==> config.mk <==
export PLATFORM = sky130hd
export DESIGN_NAME = muldiv_unit_flat
export DESIGN_NICKNAME = d
export VERILOG_FILES = /design/src/rtl/muldiv_if.sv /design/src/rtl/muldiv_unit.sv /design/src/flat_wrapper.sv
export SDC_FILE = /design/constraint.sdc
export NUM_CORES = 2
export LEC_CHECK = 0
export ABC_AREA = 1
export CAP_MARGIN = 20
export CORE_ASPECT_RATIO = 1.1
export CORE_MARGIN = 2
export CORE_UTILIZATION = 50
export CTS_BUF_LIST = sky130_fd_sc_hd__clkbuf_4
export CTS_CLUSTER_SIZE = 30
export DETAILED_ROUTE_END_ITERATION = 6
export GPL_TIMING_DRIVEN = 0
export PLACE_DENSITY = 0.65
export SLEW_MARGIN = 20
export SYNTH_ARGS = -nofsm -noshare
export SYNTH_HDL_FRONTEND = slang
export SYNTH_SLANG_ARGS = --single-unit
==> constraint.sdc <==
create_clock -name clk -period 8.86 [get_ports clk]
set_clock_uncertainty 0.15 [all_clocks]
set_input_delay 2.658 -clock clk [delete_from_list [all_inputs] [get_ports clk]]
set_output_delay 2.658 -clock clk [all_outputs]
set_load 0.05 [all_outputs]
==> src/rtl/muldiv_if.sv <==
// Issue-stage request and HI/LO access bundle for the multiply/divide unit.
// master = pipeline side, slave = muldiv_unit.
interface muldiv_if;
   logic        req_valid;
   logic [3:0]  req_op;
   logic [31:0] src_a;
   logic [31:0] src_b;
   logic        hi_read;
   logic        lo_read;
   logic        hi_we;
   logic        lo_we;
   logic [31:0] wdata;
   logic        flush;
   logic        stall;
   logic        busy;
   logic        done;
   logic [31:0] hi;
   logic [31:0] lo;

   modport master (
      output req_valid, req_op, src_a, src_b,
      output hi_read, lo_read, hi_we, lo_we,
      output wdata, flush,
      input  stall, busy, done, hi, lo
   );

   modport slave (
      input  req_valid, req_op, src_a, src_b,
      input  hi_read, lo_read, hi_we, lo_we,
      input  wdata, flush,
      output stall, busy, done, hi, lo
   );
endinterface

==> src/rtl/muldiv_unit.sv <==
// Multi-cycle MULT/MULTU/DIV/DIVU unit and HI/LO register owner.
// Fixed-latency multiply, 32-step restoring divide with sign fix-up.
module muldiv_unit #(
   parameter int MUL_LAT = 3
) (
   input logic     clk,
   input logic     reset,
   muldiv_if.slave bus
);

   typedef enum logic [1:0] {
      S_IDLE,
      S_MUL,
      S_DIV,
      S_FIX
   } state_t;

   localparam logic [3:0] OP_MULT  = 4'b1011;
   localparam logic [3:0] OP_MULTU = 4'b1100;
   localparam logic [3:0] OP_DIV   = 4'b1101;
   localparam logic [3:0] OP_DIVU  = 4'b1110;

   state_t      state_q, state_d;
   logic [5:0]  cnt_q, cnt_d;
   logic [31:0] a_q, a_d;
   logic [31:0] b_q, b_d;
   logic        sgn_q, sgn_d;
   logic [31:0] quo_q, quo_d;
   logic [31:0] rem_q, rem_d;
   logic [31:0] dvs_q, dvs_d;
   logic [31:0] hi_q, hi_d;
   logic [31:0] lo_q, lo_d;
   logic        done_q, done_d;

   logic        legal_op;
   logic        is_mul;
   logic        op_sgn;
   logic [63:0] mul_a;
   logic [63:0] mul_b;
   logic [63:0] product;
   logic [32:0] rem_sh;
   logic [32:0] diff;
   logic        borrow;
   logic        neg_quo;
   logic        neg_rem;

   assign legal_op = (bus.req_op == OP_MULT) || (bus.req_op == OP_MULTU) ||
                     (bus.req_op == OP_DIV)  || (bus.req_op == OP_DIVU);
   assign is_mul   = (bus.req_op == OP_MULT) || (bus.req_op == OP_MULTU);
   assign op_sgn   = (bus.req_op == OP_MULT) || (bus.req_op == OP_DIV);

   // Low 64 bits of the product of sign-extended operands give both flavours.
   assign mul_a   = {{32{sgn_q & a_q[31]}}, a_q};
   assign mul_b   = {{32{sgn_q & b_q[31]}}, b_q};
   assign product = mul_a * mul_b;

   // quo_q starts as the dividend and shifts quotient bits in from the LSB.
   assign rem_sh  = {rem_q, quo_q[31]};
   assign diff    = rem_sh - {1'b0, dvs_q};
   assign borrow  = diff[32];
   assign neg_quo = sgn_q & (a_q[31] ^ b_q[31]);
   assign neg_rem = sgn_q & a_q[31];

   always_comb begin
      state_d = state_q;
      cnt_d   = cnt_q;
      a_d     = a_q;
      b_d     = b_q;
      sgn_d   = sgn_q;
      quo_d   = quo_q;
      rem_d   = rem_q;
      dvs_d   = dvs_q;
      hi_d    = hi_q;
      lo_d    = lo_q;
      done_d  = 1'b0;

      unique case (state_q)
         S_IDLE: begin
            if (!bus.flush) begin
               if (bus.req_valid && legal_op) begin
                  a_d   = bus.src_a;
                  b_d   = bus.src_b;
                  sgn_d = op_sgn;
                  if (is_mul) begin
                     state_d = S_MUL;
                     cnt_d   = 6'd1;
                  end else begin
                     state_d = S_DIV;
                     cnt_d   = 6'd0;
                     rem_d   = 32'd0;
                     quo_d   = (op_sgn && bus.src_a[31]) ? -bus.src_a : bus.src_a;
                     dvs_d   = (op_sgn && bus.src_b[31]) ? -bus.src_b : bus.src_b;
                  end
               end else begin
                  if (bus.hi_we) hi_d = bus.wdata;
                  if (bus.lo_we) lo_d = bus.wdata;
               end
            end
         end
         S_MUL: begin
            if (bus.flush) begin
               state_d = S_IDLE;
            end else if (cnt_q == 6'(MUL_LAT)) begin
               hi_d    = product[63:32];
               lo_d    = product[31:0];
               done_d  = 1'b1;
               state_d = S_IDLE;
            end else begin
               cnt_d = cnt_q + 6'd1;
            end
         end
         S_DIV: begin
            if (bus.flush) begin
               state_d = S_IDLE;
            end else begin
               rem_d = borrow ? rem_sh[31:0] : diff[31:0];
               quo_d = {quo_q[30:0], ~borrow};
               cnt_d = cnt_q + 6'd1;
               if (cnt_q == 6'd31) state_d = S_FIX;
            end
         end
         S_FIX: begin
            if (bus.flush) begin
               state_d = S_IDLE;
            end else begin
               // Divide by zero returns the raw dividend with no sign fix-up.
               if (b_q == 32'd0) begin
                  hi_d = a_q;
                  lo_d = 32'hFFFF_FFFF;
               end else begin
                  hi_d = neg_rem ? -rem_q : rem_q;
                  lo_d = neg_quo ? -quo_q : quo_q;
               end
               done_d  = 1'b1;
               state_d = S_IDLE;
            end
         end
         default: state_d = S_IDLE;
      endcase
   end

   always_ff @(posedge clk) begin
      if (reset) begin
         state_q <= S_IDLE;
         cnt_q   <= 6'd0;
         a_q     <= 32'd0;
         b_q     <= 32'd0;
         sgn_q   <= 1'b0;
         quo_q   <= 32'd0;
         rem_q   <= 32'd0;
         dvs_q   <= 32'd0;
         hi_q    <= 32'd0;
         lo_q    <= 32'd0;
         done_q  <= 1'b0;
      end else begin
         state_q <= state_d;
         cnt_q   <= cnt_d;
         a_q     <= a_d;
         b_q     <= b_d;
         sgn_q   <= sgn_d;
         quo_q   <= quo_d;
         rem_q   <= rem_d;
         dvs_q   <= dvs_d;
         hi_q    <= hi_d;
         lo_q    <= lo_d;
         done_q  <= done_d;
      end
   end

   assign bus.busy  = (state_q != S_IDLE);
   assign bus.stall = bus.busy & (bus.req_valid | bus.hi_read | bus.lo_read |
                                  bus.hi_we | bus.lo_we);
   assign bus.done  = done_q;
   assign bus.hi    = hi_q;
   assign bus.lo    = lo_q;

endmodule
==> src/flat_wrapper.sv <==
// flat-port wrapper written by rule: the top's interface ports become plain ports
module muldiv_unit_flat 
#(
   parameter int MUL_LAT = 3
)
  (clk, reset, bus_req_valid, bus_req_op, bus_src_a, bus_src_b, bus_hi_read, bus_lo_read, bus_hi_we, bus_lo_we, bus_wdata, bus_flush, bus_stall, bus_busy, bus_done, bus_hi, bus_lo);
  muldiv_if bus_i ();
  input logic clk;
  input logic reset;
  input wire logic [$bits(bus_i.req_valid)-1:0] bus_req_valid;
  input wire logic [$bits(bus_i.req_op)-1:0] bus_req_op;
  input wire logic [$bits(bus_i.src_a)-1:0] bus_src_a;
  input wire logic [$bits(bus_i.src_b)-1:0] bus_src_b;
  input wire logic [$bits(bus_i.hi_read)-1:0] bus_hi_read;
  input wire logic [$bits(bus_i.lo_read)-1:0] bus_lo_read;
  input wire logic [$bits(bus_i.hi_we)-1:0] bus_hi_we;
  input wire logic [$bits(bus_i.lo_we)-1:0] bus_lo_we;
  input wire logic [$bits(bus_i.wdata)-1:0] bus_wdata;
  input wire logic [$bits(bus_i.flush)-1:0] bus_flush;
  output wire logic [$bits(bus_i.stall)-1:0] bus_stall;
  output wire logic [$bits(bus_i.busy)-1:0] bus_busy;
  output wire logic [$bits(bus_i.done)-1:0] bus_done;
  output wire logic [$bits(bus_i.hi)-1:0] bus_hi;
  output wire logic [$bits(bus_i.lo)-1:0] bus_lo;
  assign bus_i.req_valid = bus_req_valid;
  assign bus_i.req_op = bus_req_op;
  assign bus_i.src_a = bus_src_a;
  assign bus_i.src_b = bus_src_b;
  assign bus_i.hi_read = bus_hi_read;
  assign bus_i.lo_read = bus_lo_read;
  assign bus_i.hi_we = bus_hi_we;
  assign bus_i.lo_we = bus_lo_we;
  assign bus_i.wdata = bus_wdata;
  assign bus_i.flush = bus_flush;
  assign bus_stall = bus_i.stall;
  assign bus_busy = bus_i.busy;
  assign bus_done = bus_i.done;
  assign bus_hi = bus_i.hi;
  assign bus_lo = bus_i.lo;
  muldiv_unit #(.MUL_LAT(MUL_LAT)) u_core (.clk(clk), .reset(reset), .bus(bus_i));
endmodule
* Yosys cells after proc, flatten, opt, wreduce, memory -nomap -nowiden
Index checks and enable logic that the tools add are counted.
** Operators by class
- Bitwise operators :: 12
- $mul :: 1
- Muxes and demuxes :: 50
- Reductions and logical operators :: 20
- $add $sub $neg :: 6
- Equal/unequal tests :: 22
** Operators by type and width (count)
- 2-to-1 mux 32 bit :: 27
- case mux 32 bit (3 select lines) :: 2
- negator 32 bit :: 4
- case mux 32 bit (2 select lines) :: 2
- multiplier 33 x 33 -> 64 bit :: 1
- subtractor 33 x 32 -> 33 bit :: 1
- logical NOT 32 bit :: 1
- 2-to-1 mux 6 bit :: 5
- inequality test 2 bit, second input constant :: 9
- case mux 6 bit (3 select lines) :: 1
- equality test 4 bit, second input constant :: 4
- 2-to-1 mux 2 bit :: 7
- AND reduction 7 bit :: 2
- case mux 2 bit (4 select lines) :: 1
- AND reduction 4 bit :: 2
- adder 6 x 1 -> 6 bit, second input constant :: 1
- equality test 6 x 2 -> 1 bit, second input constant :: 1
- equality test 6 x 5 -> 1 bit, second input constant :: 1
- inequality test 3 x 2 -> 1 bit, second input constant :: 2
- AND reduction 6 bit :: 1
- nonzero test 3 bit :: 2
- AND reduction 5 bit :: 1
- bitwise AND 1 bit :: 4
- equality test 2 bit, second input constant :: 2
- other kinds (12) :: 27
** Word-level totals
- Register bits after elaboration :: 234
- Word-level logic and storage cells :: 122
- Output and inout port bits :: 67
- Input port bits :: 108

* Depth between registers and ports, before layout
- Word-level depth :: 8
- Depth in mapped cells :: 36
- Depth with buffers taken out :: 34

* Least setup slack after synthesis
Ideal clock, no wire load.
- Path type :: register to register
- Start :: register u_core.a_q[31]
- End :: register u_core.hi_q[29], in the netlist u_core.bus.hi[29]
- Slack :: 0.930 ns
- Data arrival time :: 7.660 ns
- Buffers on the path :: 4
- Stages on the path, launching flop included :: 33
- Period minus slack after synthesis :: 7.930 ns
- Path through :: dfxtp_1 buf_2 nand2_1 buf_2 buf_1 clkbuf_1 nor2_1 fa_1 inv_1 fa_1 inv_1 fa_1 inv_1 fa_1 fa_1 inv_1 fa_1 inv_1 fa_1 fa_1 inv_1 ha_1 nand2_1 nor2_1 inv_1 nor2_1 nand2_1 nor3_1 nand2_1 nand3_1 nand2_1 nand3_1 a21oi_1
** Between the ends
- Word-level cells in the longest chain between the ends :: 5
- Elaborated cells on any way between the ends :: 8
- Those cells by class :: 1 x mul; 6 x mux; 1 x bitwise
** RTL lines
- from (decl) :: line muldiv_unit.sv:25 : logic [31:0] a_q, a_d;
- from (signal assigned) :: line muldiv_unit.sv:146 : a_q <= 32'd0;
- from (signal assigned) :: line muldiv_unit.sv:158 : a_q <= a_d;
- bitwise AND 1 bit :: line muldiv_unit.sv:53, muldiv_unit.sv:62
- multiplier 33 x 33 -> 64 bit / 2-to-1 mux 32 bit (equally long branches) :: line muldiv_unit.sv:55, muldiv_unit.sv:131
- 2-to-1 mux 32 bit, on equally long branches :: line muldiv_unit.sv:103, muldiv_unit.sv:127
- 2-to-1 mux 32 bit, on equally long branches :: line muldiv_unit.sv:101, muldiv_unit.sv:123
- case mux 32 bit (3 select lines) (*) :: line muldiv_unit.sv:77 : unique case (state_q)
- to (signal assigned) :: line muldiv_unit.sv:164 : hi_q <= hi_d;
- to (decl) :: line muldiv_unit.sv:31 : logic [31:0] hi_q, hi_d;
Every way passes the cells marked *; elsewhere a longest branch is shown, timed or not. The select of a mux whose other input is x is not followed.
A chain may end at the register's enable or synchronous reset.

* Worst setup path in the final report
- Start :: register u_core.a_q[1]
- End :: register u_core.hi_q[2], in the netlist u_core.bus.hi[2]
** Between the ends
- Word-level cells in the longest chain between the ends :: 4
** RTL lines
- multiplier 33 x 33 -> 64 bit :: line muldiv_unit.sv:55 : assign product = mul_a * mul_b;
- 2-to-1 mux 32 bit :: line muldiv_unit.sv:103 : end else if (cnt_q == 6'(MUL_LAT)) begin
- 2-to-1 mux 32 bit :: line muldiv_unit.sv:101 : if (bus.flush) begin
- case mux 32 bit (3 select lines) :: line muldiv_unit.sv:77
Every way passes these cells. The select of a mux whose other input is x is not followed.

==> results.toml <==
[run_status]
run_status = "completed"

[flow_run]
drv_cap = 0

[timing]
hold_violations = 0
slew_viol_final = 0
fin_crit_sh = 0.9943
setup_viol = 0
period_minus_slack_ns = 8.810
clock.fmax_ghz = 0.1135
relSlewSlack = 0.1807
worst_pin_slew_ns = 1.229
rsz0062_at_grt = "yes"

[cts]
clock_sinks = 234
clk_pin_slew_worst_paths_ns = 0.08
cts_buffer_depth = 3
numCtsBuffers = 58
htreeDepth = 2
root_buffer = "clkbuf_4"
cts_tree = "done"
clk-insertion-delay-late_ns = 0.84
cts_hold_buf = 0

[route]
dr.pass1.iters = 6
ant_nets = 0
wl_per_cell_um = 25.18
drc = 0
drt-initial-drc-count = 5093
routed_via_density = 5.522
vias = 53690
wl_um = 244900

[synth]
synthArstFlopShare = 0
synth_compound_gate_area_share = 0.07608
synth_seq_cells = 234
syn_avg_cell_area_um2 = 7.148
synth.area.mux_share = 0
synth_xor_area_frac = 0.01264
synth_top_family_by_area = "adder cells"
synth_simple_gate_area_share = 0.2149
synth_nets = 9440
ys.flop_type = "dfxtp_1"
synth_cell_types = 49
synthCells = 7952
synth_warnings = 0
yosysSeqAreaShare = 0.08242
synth_edf_count = 0
synth.cell_area_mm2 = 0.05684
synthAdderAreaFrac = 0.4525

[global_routing]
overflow = 0
grt_usage = 0.4239
antenna_found_initial = 10
grt_pass1_wl_um = 357800
grt_pass1_vias = 54850
grt_start_max_net_pins = 20

[finish]
fin_area_mm2 = 0.06153
mostFrequentLayoutCells = "nand2_1, inv_1, fa_1"
area.growth.synth_to_final_pct = 8.253
fin_cells = 9724
drive_gt1_frac = 0.03994
layout_commonest_cell = "nand2_1"
finish.utilization = 0.5461
nets = 9662

[floorplanning]
num_io_pins = 175
design.core.area_mm2 = 0.1127
fp.dieArea_mm2 = 0.1164
rows = 129
die_h_um = 357.6
start_util = 0.5045
die_w_um = 325.5

[placement]
hpwl_um = 210800
place_area_mm2 = 0.06048
dpl.cell_count = 9631
place.gp.congestion = 1.101
io_buffers = 172

[worst_setup_path]
cp-end-kind = "register"
slowest_stage = "clkbuf_1"
arrival_ns = 9.39
startpoint_type = "register"
required_ns = 9.44
cp_max_fo = 10
max_stage_delay_ns = 0.98
cp.buffers_inverters = 7
critical_path_class = "register to register"
crit_family = "adder cells"
cp_common_cell = "fa_1"

[power]
p_comb_frac = 0.666
intPower_mw = 3.097
leakage_nw = 33.15
switching_share = 0.5831
irDropWorstVdd_v = 0.0002833
clkPwrFrac = 0.132
p_per_area_mw_per_mm2 = 120.7
power_frac_seq = 0.203
switchingPower_mw = 4.330

[hold_path]
hold_path_class = "register to register"
cell type report:
cell class	instances	area [um2]
fill	11460	51130
multi-input combinational	5313	43170
inverter	2017	7590
sequential	234	4693
timing repair buffer	190	1889
tap	1506	1884
buffer	360	1573
clock buffer	75	563.0
clock inverter	23	156.4
antenna	6	15.01
registers in the layout, indices dropped and copies added, names as in the netlist:
signal           count
u_core.quo_q        32
u_core.rem_q        32
u_core.bus.hi       32
u_core.dvs_q        32
u_core.state_q       2
u_core.b_q          32
u_core.cnt_q         6
u_core.bus.lo       32
u_core.bus.done      1
u_core.sgn_q         1
u_core.a_q          32
per-stage QoR:
stage | setup TNS, ns | total power, mW | hold WS (ns) | worst slack (ns)
finish | 0 | 7.427 | 0.3262 | 0.05007
global route | -0.07254 | 7.762 | 0.3577 | -0.03221
CTS | 0 | 7.273 | 0.3236 | 0.01059
detailed placement | -33.71 | 6.276 | 0.3140 | -1.822
global placement | -31.02 | 6.278 | 0.3057 | -1.725
floorplan | 0 | 4.391 | 0.2953 | 0.9299
final timing paths:
path | start | depth (start not counted) | endpoint | slack [ns]
setup reg to reg | u_core.a_q[1] | 25 | u_core.bus.hi[2] | 0.05
hold / removal | u_core.quo_q[2] | 2 | u_core.quo_q[2] | 0.33
hold reg to reg | u_core.quo_q[2] | 2 | u_core.quo_q[2] | 0.33
setup / recovery | u_core.a_q[1] | 25 | u_core.bus.hi[2] | 0.05
power by group through the flow:
| stage | registers [mW] | clock network [mW] | logic [mW] |
|---|---|---|---|
| 3_3_place_gp | 1.46 | 0 | 4.82 |
| 6_report | 1.50 | 0.977 | 4.94 |
| 4_1_cts | 1.45 | 0.980 | 4.84 |
| 5_1_grt | 1.51 | 1.03 | 5.23 |
| 3_5_place_dp | 1.45 | 0 | 4.82 |
| 2_1_floorplan | 1.83 | 0 | 2.56 |
tightest hold or removal path, stage by stage, from the launching register on:
cell     delay, ns
dfxtp_1       0.31
nand2_1       0.06
a21oi_1       0.06
kinds of logic after synthesis:
logic type                 Yosys count
xor gates and xnor gates            82
buffers and inverters             2405
DFF                                234
AOI/OAI and AO/OA                  812
adders and majority gates         1380
and+or+nand+nor                   3039
cell usage after synthesis (all sizes together), types with 2 or more instances:
master,n,share of area
dfxtp,234,0.082
o21ai,305,0.027
a211oi,4,0.00053
nand2,2141,0.14
ha,254,0.056
or2,8,0.00088
o211ai,19,0.0027
inv,2014,0.13
o21a,15,0.0020
a41oi,5,0.00077
buf,69,0.0072
nor2,445,0.030
clkinv,3,0.00020
a21oi,417,0.037
a31oi,11,0.0012
nand3,295,0.026
a21boi,3,0.00040
xor2,52,0.0080
nor3b,3,0.00040
fa,1126,0.40
o21bai,22,0.0029
clkbuf,319,0.021
nor4,10,0.0012
a221oi,2,0.00031
and3,2,0.00022
nand3b,12,0.0016
a21o,4,0.00053
nand4,74,0.0081
nor3,45,0.0040
xnor2,30,0.0046
o31ai,4,0.00053
and2,3,0.00033
per-layer routing:
layer  wire length, um  global-route usage  part of all wire  up-vias
met1             88720              0.5017              0.36    26330
li1                  -                   -                 -    23750
met4             24420              0.3319              0.10        6
met2            110300              0.6885              0.45     2801
met5                45                   0           0.00018        -
met3             21380             0.07495             0.087      803
timing repair:
item | in CTS | in global routing
endpoints found under the hold margin | 0 | 0
setup buffers | 10 | 7
setup endpoints to repair | 35 | 42
pin swaps | 1 | 4
gates resized for setup | 38 | 123
No activity file was read; power rests on OpenSTA's default activity.
